==> src/rtl/delay_arb_pkg.sv <==
// Shared types and default sizing for the delay_arb block: FSM state
// encoding and the default requester count / counter width.
package delay_arb_pkg;

    localparam int NREQ_DEF  = 4;
    localparam int CBITS_DEF = 14;

    typedef enum logic [1:0] {
        IDLE = 2'd0,
        RUN  = 2'd1,
        DONE = 2'd2
    } state_t;

endpackage

==> src/rtl/rr_pick.sv <==
// Combinational round-robin search: first set bit of req at or above ptr,
// wrapping modulo NREQ. Returns the winner as one-hot and as an index.
module rr_pick
    import delay_arb_pkg::*;
#(
    parameter int NREQ = NREQ_DEF,
    parameter int PW   = $clog2(NREQ)
) (
    input  logic [NREQ-1:0] req,
    input  logic [PW-1:0]   ptr,
    output logic [NREQ-1:0] winner,
    output logic [PW-1:0]   idx,
    output logic            valid
);

    function automatic logic [PW-1:0] wrap(input int v);
        return PW'(v % NREQ);
    endfunction

    // Scanning from the farthest candidate back toward ptr lets the nearest
    // requester overwrite the others, so no priority flag is needed.
    always_comb begin
        // NOTE: every output gets a value before the loop, so no path can
        // leave one unassigned and infer a latch.
        winner = '0;
        idx    = '0;
        valid  = 1'b0;
        for (int k = NREQ - 1; k >= 0; k--) begin
            if (req[wrap(int'(ptr) + k)]) begin
                winner                       = '0;
                winner[wrap(int'(ptr) + k)]  = 1'b1;
                idx                          = wrap(int'(ptr) + k);
                valid                        = 1'b1;
            end
        end
    end

endmodule

==> src/rtl/delay_arb.sv <==
// Round-robin arbiter for one shared delay counter: the winner's length is
// latched, counted out, and completion signalled with a one-cycle done pulse.
// Define DELAY_ARB_ASSERT_EN to compile in the SVA property set.
module delay_arb
    import delay_arb_pkg::*;
#(
    parameter int NREQ  = NREQ_DEF,
    parameter int CBITS = CBITS_DEF
) (
    input  logic                  clk,
    input  logic                  rst_n,
    input  logic [NREQ-1:0]       req,
    input  logic [NREQ*CBITS-1:0] len,
    output logic [NREQ-1:0]       gnt,
    output logic [NREQ-1:0]       done,
    output logic                  busy,
    output logic [CBITS-1:0]      cnt
);

    localparam int PW = $clog2(NREQ);

    state_t                state, state_nx;
    logic [PW-1:0]         ptr, ptr_nx;
    logic [PW-1:0]         owner, owner_nx, owner_inc;
    logic [CBITS-1:0]      lat_len, lat_len_nx, cnt_nx;
    logic [NREQ-1:0]       gnt_nx, done_nx;
    logic [NREQ-1:0]       pick_onehot;
    logic [PW-1:0]         pick_idx;
    logic                  pick_valid;
    logic [NREQ*CBITS-1:0] len_sh;

    rr_pick #(.NREQ(NREQ), .PW(PW)) u_pick (
        .req    (req),
        .ptr    (ptr),
        .winner (pick_onehot),
        .idx    (pick_idx),
        .valid  (pick_valid)
    );

    assign len_sh    = len >> (int'(pick_idx) * CBITS);
    assign owner_inc = (owner == PW'(NREQ - 1)) ? '0 : owner + 1'b1;
    assign busy      = (state != IDLE);

    always_comb begin
        state_nx   = state;
        ptr_nx     = ptr;
        owner_nx   = owner;
        lat_len_nx = lat_len;
        cnt_nx     = cnt;
        gnt_nx     = gnt;
        done_nx    = done;
        case (state)
            IDLE: begin
                if (pick_valid) begin
                    owner_nx   = pick_idx;
                    lat_len_nx = len_sh[CBITS-1:0];
                    cnt_nx     = '0;
                    gnt_nx     = pick_onehot;
                    state_nx   = RUN;
                end
            end
            RUN: begin
                // Owner dropped its request: abandon quietly, no done pulse.
                if (!req[owner]) begin
                    gnt_nx   = '0;
                    ptr_nx   = owner_inc;
                    state_nx = IDLE;
                end else if (cnt == lat_len) begin
                    done_nx  = gnt;
                    gnt_nx   = '0;
                    state_nx = DONE;
                end else begin
                    cnt_nx = cnt + 1'b1;
                end
            end
            DONE: begin
                done_nx  = '0;
                ptr_nx   = owner_inc;
                state_nx = IDLE;
            end
            default: begin
                gnt_nx   = '0;
                done_nx  = '0;
                state_nx = IDLE;
            end
        endcase
    end

    always_ff @(posedge clk or negedge rst_n) begin
        if (!rst_n) begin
            state   <= IDLE;
            ptr     <= '0;
            owner   <= '0;
            lat_len <= '0;
            cnt     <= '0;
            gnt     <= '0;
            done    <= '0;
        end else begin
            // NOTE: non-blocking updates make every register see the values
            // from before this edge, independent of statement order.
            state   <= state_nx;
            ptr     <= ptr_nx;
            owner   <= owner_nx;
            lat_len <= lat_len_nx;
            cnt     <= cnt_nx;
            gnt     <= gnt_nx;
            done    <= done_nx;
        end
    end

`ifdef DELAY_ARB_ASSERT_EN
    a_gnt_onehot0: assert property (@(posedge clk) disable iff (!rst_n) $onehot0(gnt));
    a_done_onehot0: assert property (@(posedge clk) disable iff (!rst_n) $onehot0(done));
    a_no_overlap: assert property (@(posedge clk) disable iff (!rst_n) !(|gnt && |done));

    for (genvar i = 0; i < NREQ; i++) begin : g_req_props
        a_done_after_gnt: assert property (@(posedge clk) disable iff (!rst_n)
            done[i] |-> $past(gnt[i]));
        p_live: assert property (@(posedge clk) disable iff (!rst_n)
            (s_eventually always req[i]) implies (s_eventually done[i]));
    end
`endif

endmodule

==> config.mk <==
export PLATFORM = sky130hd
export DESIGN_NAME = delay_arb
export DESIGN_NICKNAME = d
export VERILOG_FILES = /design/src/rtl/delay_arb_pkg.sv /design/src/rtl/rr_pick.sv /design/src/rtl/delay_arb.sv
export SDC_FILE = /design/constraint.sdc
export NUM_CORES = 1
export LEC_CHECK = 0
export CAP_MARGIN = 20
export CORE_MARGIN = 2
export CORE_UTILIZATION = 48
export DETAILED_ROUTE_END_ITERATION = 12
export PLACE_DENSITY = 0.93
export SKIP_CTS_REPAIR_TIMING = 1
export SLEW_MARGIN = 40
export SYNTH_ARGS = -nofsm -noshare
export SYNTH_HDL_FRONTEND = slang
export SYNTH_SLANG_ARGS = --single-unit
==> constraint.sdc <==
create_clock -name clk -period 3.3 [get_ports clk]
set_clock_uncertainty 0.15 [all_clocks]
set_input_delay 0.66 -clock clk [delete_from_list [all_inputs] [get_ports clk]]
set_output_delay 0.66 -clock clk [all_outputs]
set_load 0.005 [all_outputs]
# Yosys cells after proc, flatten, opt, wreduce, memory -nomap -nowiden
# Index checks and enable logic that the tools add are counted.
[classes]
addsub = 5
n_mul = 1
magnitude_cmp = 9
n_eq_ne = 10
shifts = 1
muxes = 48
bitwise = 2
n_reduce_logical = 14
[op_table]
columns = ["operator", "count"]
rows = [
  ["$shr A56 B6 Y14", 1],
  ["$mux W14", 3],
  ["$mux W4", 9],
  ["$pmux W14 S2", 1],
  ["$mux W2", 9],
  ["$lt A2 B3 Y1 const B", 5],
  ["$add A14 B1 Y14 const B", 1],
  ["$eq A14 B14 Y1", 1],
  ["$mux W1", 13],
  ["$pmux W4 S3", 1],
  ["$bmux W1 S2", 5],
  ["$ne A2 B2 Y1 const B", 5],
  ["$demux W1 S2", 4],
  ["$ge A2 B1 Y1 const B", 4],
  ["$pmux W2 S2", 2],
  ["$pmux W4 S2", 1],
  ["$reduce_and A2 Y1", 3],
  ["$reduce_and A3 Y1", 2],
  ["$reduce_bool A2 Y1", 3],
  ["$mul A2 B3 Y5 const B", 1],
  ["$add A2 B1 Y2 const B", 2],
  ["$add A2 B2 Y2 const B", 2],
  ["$eq A2 B2 Y1 const B", 2],
  ["$logic_and A1 B1 Y1", 4],
  ["other kinds (5)", 6],
]
[totals]
reg_bits = 42
in_bits = 62
output_inout_bits = 23
wordCells = 97

# Logic depth before layout (Yosys ltp)
[logic_depth]
depth_word = 11
mapped_depth = 11
depth_no_buf = 8

# Cells and area by module
# Synthesis repeated with hierarchy kept, for this count alone.
[unflattened]
cells_unflattened = 269
area_unflattened_um2 = 3056.7
[by_module_without_submodules]
columns = ["module", "n_inst", "cells_each", "area_each_um2", "seq_area_each_um2"]
rows = [
  ["delay_arb", 1, 208, 2547.4, 1051.0],
  ["rr_pick", 1, 61, 509.2, 0.0],
]

# Least setup slack after synthesis
# OpenSTA, ideal clock, no wires.
[synth_path]
path_type = "register -> register"
startpoint = "reg ptr[0]"
endpoint = "reg lat_len[10]"
setup_time_ns = 0.137
t_arrival_ns = 2.449
t_required_ns = 3.013
setup_slack_ns = 0.564
stages_incl_launch_ff = 12
n_path_buf = 3
synth_period_minus_slack_ns = 2.736
path_cell_list = "dfrtp_1 buf_2 inv_1 ha_1 buf_6 mux2_4 a211o_1 o211ai_2 buf_6 mux2_2 o22ai_1 a21oi_1"
[synth_between]
elab_chain_len = 9
elab_cells_between_ends = 22
cone_classes = "add/sub (3); mul (1); shift (1); mux (16); reduce/logical (1)"
[synth_lines]
columns = ["item", "line", "text"]
rows = [
  ["start, declared", "delay_arb.sv:23", "logic [PW-1:0] ptr, ptr_nx;"],
  ["start signal, assigned", "delay_arb.sv:102", "ptr <= ptr_nx;"],
  ["$add A2 B2 Y2", "rr_pick.sv:29, rr_pick.sv:32", ""],
  ["$bmux W1 S2", "rr_pick.sv:29", "if (req[wrap(int'(ptr) + k)]) begin"],
  ["$mux W1 (implied by the code)", "rr_pick.sv:29", ""],
  ["$mux W2 (4 in series)", "rr_pick.sv:29", ""],
  ["$mul A2 B3 Y5", "delay_arb.sv:40", "assign len_sh = len >> (int'(pick_idx) * CBITS);"],
  ["$shr A56 B6 Y14", "delay_arb.sv:40", ""],
  ["end signal, assigned", "delay_arb.sv:104", "lat_len <= lat_len_nx;"],
  ["end, declared", "delay_arb.sv:25", "logic [CBITS-1:0] lat_len, lat_len_nx, cnt_nx;"],
]
# Several ways; a longest one is shown, not always the timed one. The select of a mux whose other input is x is not followed.
# A chain may end at the register's enable or synchronous reset.

# Final worst setup path
[layout_path]
startpoint = "reg ptr[1]"
endpoint = "reg lat_len[6]"
# Same word-level chain as after synthesis.

==> summary.txt <==
status: completed
Slew Viols, Final: 0
reg2reg path depth: 9
Netlist cell types: 49
number of synthesized register bits: 42
RD Place Congestion: 0.900
sw frac: 41.9%
max incr delay on CP: 540 ps
Skew-Pair Late Insertion Delay: 300 ps
residual DRC count: 0
WL per Instance: 15.5 µm
clock power share: 13.2%
DRT Pass-1 Iters: 4
Hold Violations, Final: 0
Via-to-Cell Ratio: 5.78
crit path launch type: register
# rows: 28
setup tns final: 0 ps
reg2reg end: lat_len[6]$_DFFE_PN0P_
Syn. warnings: 0
GRT Util Overall: 22.4%
RSZ-0062 raised after global routing: false
setup violators final: 0
highest clock rate: 329 MHz
hpwl dp: 5430 µm
number of global-route vias before repair: 2465
Die Width: 81.0 µm
metal3 WL: 440 µm
r2r setup slk: 260 ps
overall die area: 6560 µm²
CTS buffer count: 5
register area share after synthesis: 36.9%
Top FF cell, synth: dfrtp_1
maximum vdd drop: 0.000343 V
GRT overflow: 0
I/O pin total: 85
Sw Pwr: 0.00108 W
post-synth top area cell: dfrtp_1
Inserted Diodes: 0
Layout area overhead: 33.5%
CTS Sinks: 42
Starting Density: 48.9%
uppermost layer routed: met4
sequential share of power: 31.4%
Least-Margin Pin Slew: 649 ps
number of synthesized flops with an enable pin: 0
NumNets Final: 445
Setup WS pre-CTS: 247 ps
first-pass GRT wire length: 11500 µm
CP arrival: 3050 ps
Max Root-Sink Buffers: 2
Syn Inst Count: 294
Syn Area/Cell: 9.68 µm²
crit-path cells: inv_1 -> ha_1 -> mux2_4 -> a211o_1 -> o211ai_2 -> buf_12 -> mux2_2 -> o22ai_1 -> a21oi_1
Worst Setup SP: ptr[1]$_DFFE_PN0P_
M1 wire length: 2920 µm
top cells by count, synth: dfrtp_1 (42), a21oi_1 (28), mux2i_1 (21), nand2_1 (19)
CTS tree: yes
Slew HR: 56.3%
CP max FO: 29
Leak Pwr: 1.64 nW
Hold Path Class: in -> async
top cell type's share of synthesized area: 36.9%
Worst EP required: 3300 ps
DRT iter0 DRCs: 322
internal power: 0.00150 W
Routed Wire Length: 6950 µm
CP Capture Type: register
RR Startpoint: ptr[1]$_DFFE_PN0P_
H-tree Lvls: 2
Routed Antenna Nets: 0
root buffer cell: clkbuf_8
post-route setup slack: 258 ps
largest net degree at the start of global routing: 43
Die Ht: 81.0 µm
antenna violations before repair: 0
async set-reset flop share out of synthesis: 100%
layout cells sized above 1: 11.0%
PwrDens: 681 nW/µm²
clock slew at the register clock pins of the worst setup and hold paths: 80 ps
syn nets: 366
CP max-delay cell: dfrtp_1
core box area: 5820 µm²
PortBufs: 84
most common cell in the netlist: dfrtp_1
Area contributors post-synth: dfrtp_1 (37%), mux2i_1 (7.4%), mux2_2 (6.3%)
combinational share of power: 55.3%
fin crit share: 92.2%
vias: 2595
mapped cell area: 2850 µm²
WS Path Type: reg -> reg
met2 wire length: 3520 µm
max-cap check violation count: 0
fin crit period: 3040 ps
## registers in the layout, summed over array words and instances, names as in the netlist
name	flops
cnt	14
lat_len	14
done	4
gnt	4
owner	2
ptr	2
state	2
## per-layer routing
metal  vias to the layer above  track usage, %
li1                       1245               -
met4                         0            5.42
met1                      1242            28.7
met5                         -               0
met2                       100            38.6
met3                         8            4.78
## stage by stage
| step | utilization, % | hold WS [ps] | total power [W] | cells | area (µm²) |
|---|---|---|---|---|---|
| finish | 65.3 | 184 | 0.00259 | 449 | 3800 |
| global route | 65.3 | 225 | 0.00277 | 449 | 3800 |
| CTS | 65.3 | 198 | 0.00259 | 449 | 3800 |
| detailed placement | 63.8 | 350 | 0.00224 | 441 | 3710 |
| global placement | 63.7 | 345 | 0.00215 | 441 | 3700 |
| floorplan | - | 214 | 0.00187 | 294 | 2850 |
## worst max path at each step
stage                                          to  slack [ps]  depth (start not counted)
after global routing      lat_len[12]$_DFFE_PN0P_         130                          9
after detailed placement   lat_len[6]$_DFFE_PN0P_         250                          8
after global placement    lat_len[13]$_DFFE_PN0P_         330                          6
after CTS                  lat_len[6]$_DFFE_PN0P_         280                          9
final                      lat_len[6]$_DFFE_PN0P_         260                          9
after floorplan           lat_len[10]$_DFFE_PN0P_         560                         11
## final cells by class
cell class | instances | area, µm²
repair buffers | 89 | 888
fillers | 474 | 2020
flip-flops and latches | 42 | 1050
inverters | 10 | 37.5
clock buffers | 7 | 86.3
clock inverters | 1 | 5.00
multi-input cells | 225 | 1640
well taps | 75 | 93.8
## critical path, delay by kind of cell (launching register included)
| kind | cells | cell delay (ps) |
|---|---|---|
| buffers and inverters | 2 | 420 |
| adders and majority gates | 1 | 490 |
| AOI/OAI and AO/OA | 4 | 580 |
| DFF | 1 | 540 |
| muxes | 2 | 700 |
## layout by cell type, fill, tap and decap left out, types with 8 or more instances in the layout
cell / count
clkdlybuf4s50_1: 83
dfrtp_1: 42
a21oi_1: 28
mux2i_1: 21
nand2_1: 19
mux2_2: 16
o21ai_0: 16
xor2_1: 15
nor2_1: 14
o22ai_1: 14
inv_1: 10
ha_1: 10
nand3_1: 8
or3_1: 8
## power groups by stage
stage | clock [W] | combinational [W] | sequential [W]
6_report | 0.000343 | 0.00143 | 0.000813
5_1_grt | 0.000364 | 0.00157 | 0.000834
4_1_cts | 0.000350 | 0.00142 | 0.000812
3_5_place_dp | 0 | 0.00142 | 0.000822
3_3_place_gp | 0 | 0.00134 | 0.000813
2_1_floorplan | 0 | 0.00108 | 0.000787
## kinds of logic after synthesis
family          share of synthesized area, %
compound gates                          19.2
xor+xnor                                4.62
fa+ha+maj                               4.40
buf+inv                                 5.63
flops                                   36.9
mux                                     16.2
simple gates                            13.1
No activity file was read; power rests on OpenSTA's default activity.
